$ cat config.mk
export PLATFORM = sky130hd
export DESIGN_NAME = rx_iq_buffer
export DESIGN_NICKNAME = d
export VERILOG_FILES = /design/src/rtl/rx_iq_pkg.sv /design/src/rtl/rx_iq_buf_ram.sv /design/src/rtl/rx_iq_buffer.sv
export SDC_FILE = /design/constraint.sdc
export NUM_CORES = 1
export LEC_CHECK = 0
export BUFFER_PORTS_ARGS = -buffer_cell sky130_fd_sc_hd__buf_4
export CORE_UTILIZATION = 60
export CTS_CLUSTER_SIZE = 10
export DETAILED_ROUTE_END_ITERATION = 10
export MAX_ROUTING_LAYER = met4
export PLACE_DENSITY = 0.77
export SLEW_MARGIN = 40
export SYNTH_ARGS = -nofsm -noshare
export SYNTH_HDL_FRONTEND = slang
export SYNTH_SLANG_ARGS = --single-unit
$ cat constraint.sdc
create_clock -name clk_in -period 10.35 [get_ports clk_in]
set_input_delay 0 -clock clk_in [delete_from_list [all_inputs] [get_ports clk_in]]
set_output_delay 0 -clock clk_in [all_outputs]
set_load 0.02 [all_outputs]
$ cat src/rtl/rx_iq_pkg.sv
// Shared defaults and the IQ quadruple layout for the RX IQ elastic buffer.
package rx_iq_pkg;
  localparam int IQ_W_DEF  = 24;
  localparam int DEPTH_DEF = 16;

  typedef struct packed {
    logic signed [IQ_W_DEF-1:0] rx1_i;
    logic signed [IQ_W_DEF-1:0] rx1_q;
    logic signed [IQ_W_DEF-1:0] rx2_i;
    logic signed [IQ_W_DEF-1:0] rx2_q;
  } iq_quad_t;
endpackage

$ cat src/rtl/rx_iq_buf_ram.sv
// Simple dual-port sample store: one synchronous write port, one read port addressed by the head pointer.
module rx_iq_buf_ram #(
  parameter int DEPTH = 16,
  parameter int W     = 96,
  localparam int AW   = $clog2(DEPTH)
) (
  input  logic          clk_in,
  input  logic          we,
  input  logic [AW-1:0] waddr,
  input  logic [W-1:0]  wdata,
  input  logic [AW-1:0] raddr,
  output logic [W-1:0]  rdata
);
  logic [W-1:0] mem_q [DEPTH];

  always_ff @(posedge clk_in) begin
    if (we) mem_q[waddr] <= wdata;
  end

  // Head is read before any same-edge write lands, so a full-FIFO pop+write sees the old entry.
  assign rdata = mem_q[raddr];
endmodule

$ cat src/rtl/rx_iq_buffer.sv
// Elastic RX1/RX2 IQ sample FIFO between the decimators and the bus interface.
// Optional high-water-mark output enabled by defining RX_IQ_BUFFER_HWM_EN.
module rx_iq_buffer
  import rx_iq_pkg::*;
#(
  parameter int DEPTH  = DEPTH_DEF,
  parameter int IQ_W   = IQ_W_DEF,
  localparam int ADDR_W = $clog2(DEPTH)
) (
  input  logic                   clk_in,
  input  logic                   reset_rx_n,
  input  logic                   flush,
  input  logic                   rx_valid,
  input  logic signed [IQ_W-1:0] rx1_i_in,
  input  logic signed [IQ_W-1:0] rx1_q_in,
  input  logic signed [IQ_W-1:0] rx2_i_in,
  input  logic signed [IQ_W-1:0] rx2_q_in,
  input  logic                   rd_req,
  input  logic                   overrun_clr,
  output logic signed [IQ_W-1:0] RX1_I,
  output logic signed [IQ_W-1:0] RX1_Q,
  output logic signed [IQ_W-1:0] RX2_I,
  output logic signed [IQ_W-1:0] RX2_Q,
  output logic                   in_empty,
  output logic                   full,
  output logic [ADDR_W:0]        level,
  output logic                   iq_overrun
`ifdef RX_IQ_BUFFER_HWM_EN
  ,
  output logic [ADDR_W:0]        hwm
`endif
);
  localparam int EW = 4 * IQ_W;

  logic [ADDR_W-1:0] wr_ptr_q, wr_ptr_d, rd_ptr_q, rd_ptr_d;
  logic [ADDR_W:0]   level_q, level_d;
  logic              empty_q, empty_d, full_q, full_d;
  logic              ovr_q, ovr_d, rd_req_q, rd_req_d;
  logic [EW-1:0]     out_q, out_d, ram_rdata, wr_entry;
  logic              pop, pop_ok, wr_ok, drop, ram_we;

  assign wr_entry = {rx1_i_in, rx1_q_in, rx2_i_in, rx2_q_in};

  always_comb begin
    pop    = rd_req & ~rd_req_q;
    pop_ok = pop & ~empty_q;
    // A pop on a full FIFO frees the slot the incoming sample needs.
    wr_ok  = rx_valid & (~full_q | pop_ok);
    drop   = rx_valid & full_q & ~pop_ok;
    ram_we = wr_ok & ~flush;

    wr_ptr_d = wr_ptr_q;
    rd_ptr_d = rd_ptr_q;
    level_d  = level_q;
    empty_d  = empty_q;
    full_d   = full_q;
    ovr_d    = ovr_q;
    out_d    = out_q;
    rd_req_d = rd_req;

    if (flush) begin
      wr_ptr_d = '0;
      rd_ptr_d = '0;
      level_d  = '0;
      empty_d  = 1'b1;
      full_d   = 1'b0;
    end else begin
      if (wr_ok) wr_ptr_d = wr_ptr_q + ADDR_W'(1);
      if (pop_ok) begin
        rd_ptr_d = rd_ptr_q + ADDR_W'(1);
        out_d    = ram_rdata;
      end
      level_d = level_q + (ADDR_W+1)'(wr_ok) - (ADDR_W+1)'(pop_ok);
      empty_d = (level_d == '0);
      full_d  = (level_d == (ADDR_W+1)'(DEPTH));
      if (drop)             ovr_d = 1'b1;
      else if (overrun_clr) ovr_d = 1'b0;
    end
  end

  always_ff @(posedge clk_in) begin
    if (!reset_rx_n) begin
      wr_ptr_q <= '0;
      rd_ptr_q <= '0;
      level_q  <= '0;
      empty_q  <= 1'b1;
      full_q   <= 1'b0;
      ovr_q    <= 1'b0;
      out_q    <= '0;
      rd_req_q <= 1'b0;
    end else begin
      wr_ptr_q <= wr_ptr_d;
      rd_ptr_q <= rd_ptr_d;
      level_q  <= level_d;
      empty_q  <= empty_d;
      full_q   <= full_d;
      ovr_q    <= ovr_d;
      out_q    <= out_d;
      rd_req_q <= rd_req_d;
    end
  end

  rx_iq_buf_ram #(.DEPTH(DEPTH), .W(EW)) u_ram (
    .clk_in (clk_in),
    .we     (ram_we),
    .waddr  (wr_ptr_q),
    .wdata  (wr_entry),
    .raddr  (rd_ptr_q),
    .rdata  (ram_rdata)
  );

`ifdef RX_IQ_BUFFER_HWM_EN
  logic [ADDR_W:0] hwm_q, hwm_d;

  // Tracks registered level, so it trails level by one cycle.
  always_comb begin
    hwm_d = hwm_q;
    if (flush || overrun_clr)  hwm_d = '0;
    else if (level_q > hwm_q)  hwm_d = level_q;
  end

  always_ff @(posedge clk_in) begin
    if (!reset_rx_n) hwm_q <= '0;
    else             hwm_q <= hwm_d;
  end

  assign hwm = hwm_q;
`endif

  assign RX1_I      = out_q[4*IQ_W-1 -: IQ_W];
  assign RX1_Q      = out_q[3*IQ_W-1 -: IQ_W];
  assign RX2_I      = out_q[2*IQ_W-1 -: IQ_W];
  assign RX2_Q      = out_q[IQ_W-1   -: IQ_W];
  assign in_empty   = empty_q;
  assign full       = full_q;
  assign level      = level_q;
  assign iq_overrun = ovr_q;
endmodule

==> results by group <==
Status
  – Status: finished, final reports clean

Final layout
  – Layout area overhead: 16.01%
  – Fillers: 5852
  – Design Area, Final: 0.07174 mm²
  – Share of cells above drive strength 1: 19.70%
  – Final #Nets: 3492
  – Multi-input gate area: 0.01270 mm²
  – Layout Utilization: 70.31%
  – Reg area: 0.04840 mm²

Synthesis
  – Sequential fraction of the synthesis area: 78.25%
  – EDFF count, synth: 1536
  – Mapped Nets: 3103
  – Ys flop type: edfxtp_1
  – Share of the synthesized area in the top cell type: 74.59%
  – Synth area leaders: edfxtp_1 75%, mux2i_1 7.8%, mux4_2 7.0%, dfxtp_1 3.7%, a22oi_1 2.3%
  – Area leader, netlist: edfxtp_1
  – Most instantiated library cell after synthesis: edfxtp_1
  – Mux share of post-synthesis cell area: 14.80%
  – Compound-cell area share of the yosys netlist: 4.632%
  – XOR/XNOR share of the synthesized area: 0.1133%
  – Adder-cell share of the synthesized area: 0.2347%
  – Syn avg cell area: 20.68 µm²
  – Post-synthesis instance total: 2990
  – Mapped Area: 0.06184 mm²
  – Synth Register Bits: 1649
  – YS warnings: 0
  – Post-synth cell types: 43
  – Async S/R FF share, synth: 0%
  – Top cells by count, synth: 1536 x edfxtp_1, 482 x mux2i_1, 192 x a22oi_1, 192 x mux4_2, 113 x dfxtp_1
  – Post-synthesis simple-gate area fraction: 0.5362%
  – Largest family of logic cells by synthesized area: multiplexers

Critical path
  – CP Launch Point: rd_req_q
  – Worst EP required: 10.74 ns
  – RR Startpoint: rd_req_q
  – R2R depth: 6
  – WS Path Type: register to register
  – FF-to-FF End: u_ram.mem_q[7][68]
  – Slowest-stage cell, CP: buf_4
  – Arr. time, crit path: 3.94 ns
  – Crit. End Element: register
  – CP Cell Sequence: or3b_1 > a21oi_1 > nand2_1 > nor2_4 > buf_6 > buf_4
  – Crit-path leading delay family: buffers and inverters
  – Crit path launch type: register
  – Worst stage delay on the critical path: 0.67 ns
  – Worst R2R Setup Slack: 6.80 ns
  – Bufs and invs on worst path: 2
  – Critical-path maximum fanout: 62

Global route
  – Initial antenna violation count: 11
  – Global-route wire length before repair: 211500 µm
  – Largest net degree at the start of global routing: 83
  – GRT Total Usage: 28.97%
  – Vias in the first global route: 32750
  – Gr ovfl total: 0

Clock network
  – CTS root buffer: clkbuf_16
  – Clock-pin slew on the worst setup and hold paths: 0.05 ns
  – Clock Tree Buf Depth: 3
  – Skew-Pair Late Insertion Delay: 0.79 ns
  – TritonCTS clock tree: done
  – TritonCTS Sinks: 1649
  – Post_cts resized: 0
  – H-tree depth: 4
  – Cts bufs inserted: 183

Timing
  – Tightest Pin Transition: 0.9149 ns
  – F_max: 281.7 MHz
  – Fin Setup TNS: 0 ns
  – Post-Route Skew: 0.03189 ns
  – RSZ-0062 raised after global routing: no
  – Tcrit/Tclk final: 34.30%
  – Min cycle time layout: 3.550 ns
  – Final Slew Violations: 0
  – Fin worst setup slack: 6.800 ns
  – Rel. slew slack: 39.00%
  – Endpoints failing hold: 0
  – # setup viols final: 0

Min path
  – HP Class: primary input to register
  – Hold Path Depth: 2
  – Hold worst-path end: u_ram.mem_q[1][91]
  – Beginning of the worst hold path: rx1_i_in[19]

Placement
  – RD Place Congestion: 0.7938
  – # port buffers: 205
  – Placed cell area: 0.06518 mm²
  – Hpwl dp: 72500 µm
  – Dpl ws: 6.492 ns

Floorplanning
  – Row cnt: 117
  – Io pins: 206
  – Core area: 0.1020 mm²
  – Die area: 0.1043 mm²
  – Die Wd: 323.0 µm
  – Initial Utilization: 60.60%
  – Vertical die dimension: 323.0 µm

Pwr
  – PD cells: 189.5 mW/mm²
  – Sequential share of power: 54.0%
  – Leakage power: 21.97 nW
  – Clock share of power: 43.4%
  – Switching pwr: 2.720 mW
  – Total Power: 13.59 mW
  – Peak supply drop: 169.3 µV
  – Int Power: 10.87 mW
  – Sw Ratio: 20.02%
  – Logic pwr share: 2.6%

Routing
  – Drt drc: 0
  – Drt pass-1 iters: 5
  – Initial DRC Count: 4161
  – Routed vias: 31830
  – Via-per-instance ratio: 6.480
  – Routed WL per cell: 29.59 µm
  – Final WL: 145300 µm
  – Post-route ant nets: 0

Job
  – MaxCap Viol Count: 0
[metrics by stage]
stage	std cells	hold WS, ns
3_3_place_gp	4448	0.2470
4_1_cts	4900	0.01949
3_5_place_dp	4457	0.2241
5_1_grt	4911	0.05858
2_1_floorplan	2990	0.09887
6_report	4912	0.05275
[what timing repair did]
action,CTS,global route
hold buffers,104,0
endpoints found under the hold margin,1556,0
buffers inserted,0,0
[layout by cell type, fill, tap and decap left out, drive strengths merged, types with 5 or more instances in the layout]
master | Yosys | layout
nor3 | 8 | 8
nor2 | 23 | 23
buf | 115 | 273
nand2 | 8 | 8
edfxtp | 1536 | 1536
mux2i | 482 | 482
nor2b | 6 | 6
ha | 10 | 10
o21ai | 98 | 98
diode | 0 | 11
a22oi | 192 | 192
xor2 | 5 | 5
clkbuf | 59 | 327
mux4 | 192 | 192
clkinv | 0 | 7
dfxtp | 113 | 113
a32oi | 96 | 96
inv | 13 | 18
dlygate4sd3 | 0 | 104
[layer usage]
layer	vias up	part of all wire, %	GRT usage [%]
met5	-	0	-
met4	0	3.1	10.18
met3	302	9.1	5.572
met2	1838	50	46.65
met1	16450	37	37.24
li1	13240	-	-
[registers in the layout, indices dropped and copies added, names as in the netlist]
signal,flops
u_ram.mem_q,1536
wr_ptr_q,4
full,1
in_empty,1
level,5
iq_overrun,1
rd_req_q,1
out_q,96
rd_ptr_q,4
[worst max path at each step]
stage                                     to  slack [ns]  cells after the start
after floorplan            u_ram.mem_q[3][0]        1.93                      5
after global placement    u_ram.mem_q[8][24]        6.43                      6
after detailed placement  u_ram.mem_q[8][26]        6.49                      6
after CTS                 u_ram.mem_q[8][84]        6.49                      6
after global routing               out_q[22]        6.68                      5
final                     u_ram.mem_q[7][68]        6.80                      6
[layout make-up]
| class | count | area share (%) |
|---|---|---|
| multi-input cells | 1154 | 17.71 |
| flip-flops and latches | 1649 | 67.47 |
| repair buffers | 378 | 4.734 |
| well taps | 1368 | 2.386 |
| clock inverters | 13 | 0.3314 |
| diodes | 11 | 0.03837 |
| clock buffers | 326 | 7.263 |
| inverters | 13 | 0.07151 |
[worst reg2reg max path: stages, from the launching register on]
cell	delay [ns]
dfxtp_1	0.31
or3b_1	0.50
a21oi_1	0.39
nand2_1	0.35
nor2_4	0.20
buf_6	0.57
buf_4	0.83
[power by group through the flow]
stage	Combinational, mW	Clock (mW)	Sequential [mW]
2_1_floorplan	0.123	0	7.50
4_1_cts	0.348	5.94	7.35
3_3_place_gp	0.290	0	7.48
6_report	0.351	5.90	7.35
5_1_grt	0.374	6.22	7.34
3_5_place_dp	0.309	0	7.48
[cells by family (layout without fill, tap and decap cells)]
kind of cell / Yosys count / after routing
muxes: 674 / 674
DFF: 1649 / 1649
buffers and inverters: 187 / 730
adders and majority gates: 11 / 11
xor gates and xnor gates: 8 / 8
and+or+nand+nor: 62 / 62
AOI/OAI and AO/OA: 399 / 399
other: 0 / 11
(Power assumes the default switching activity.)
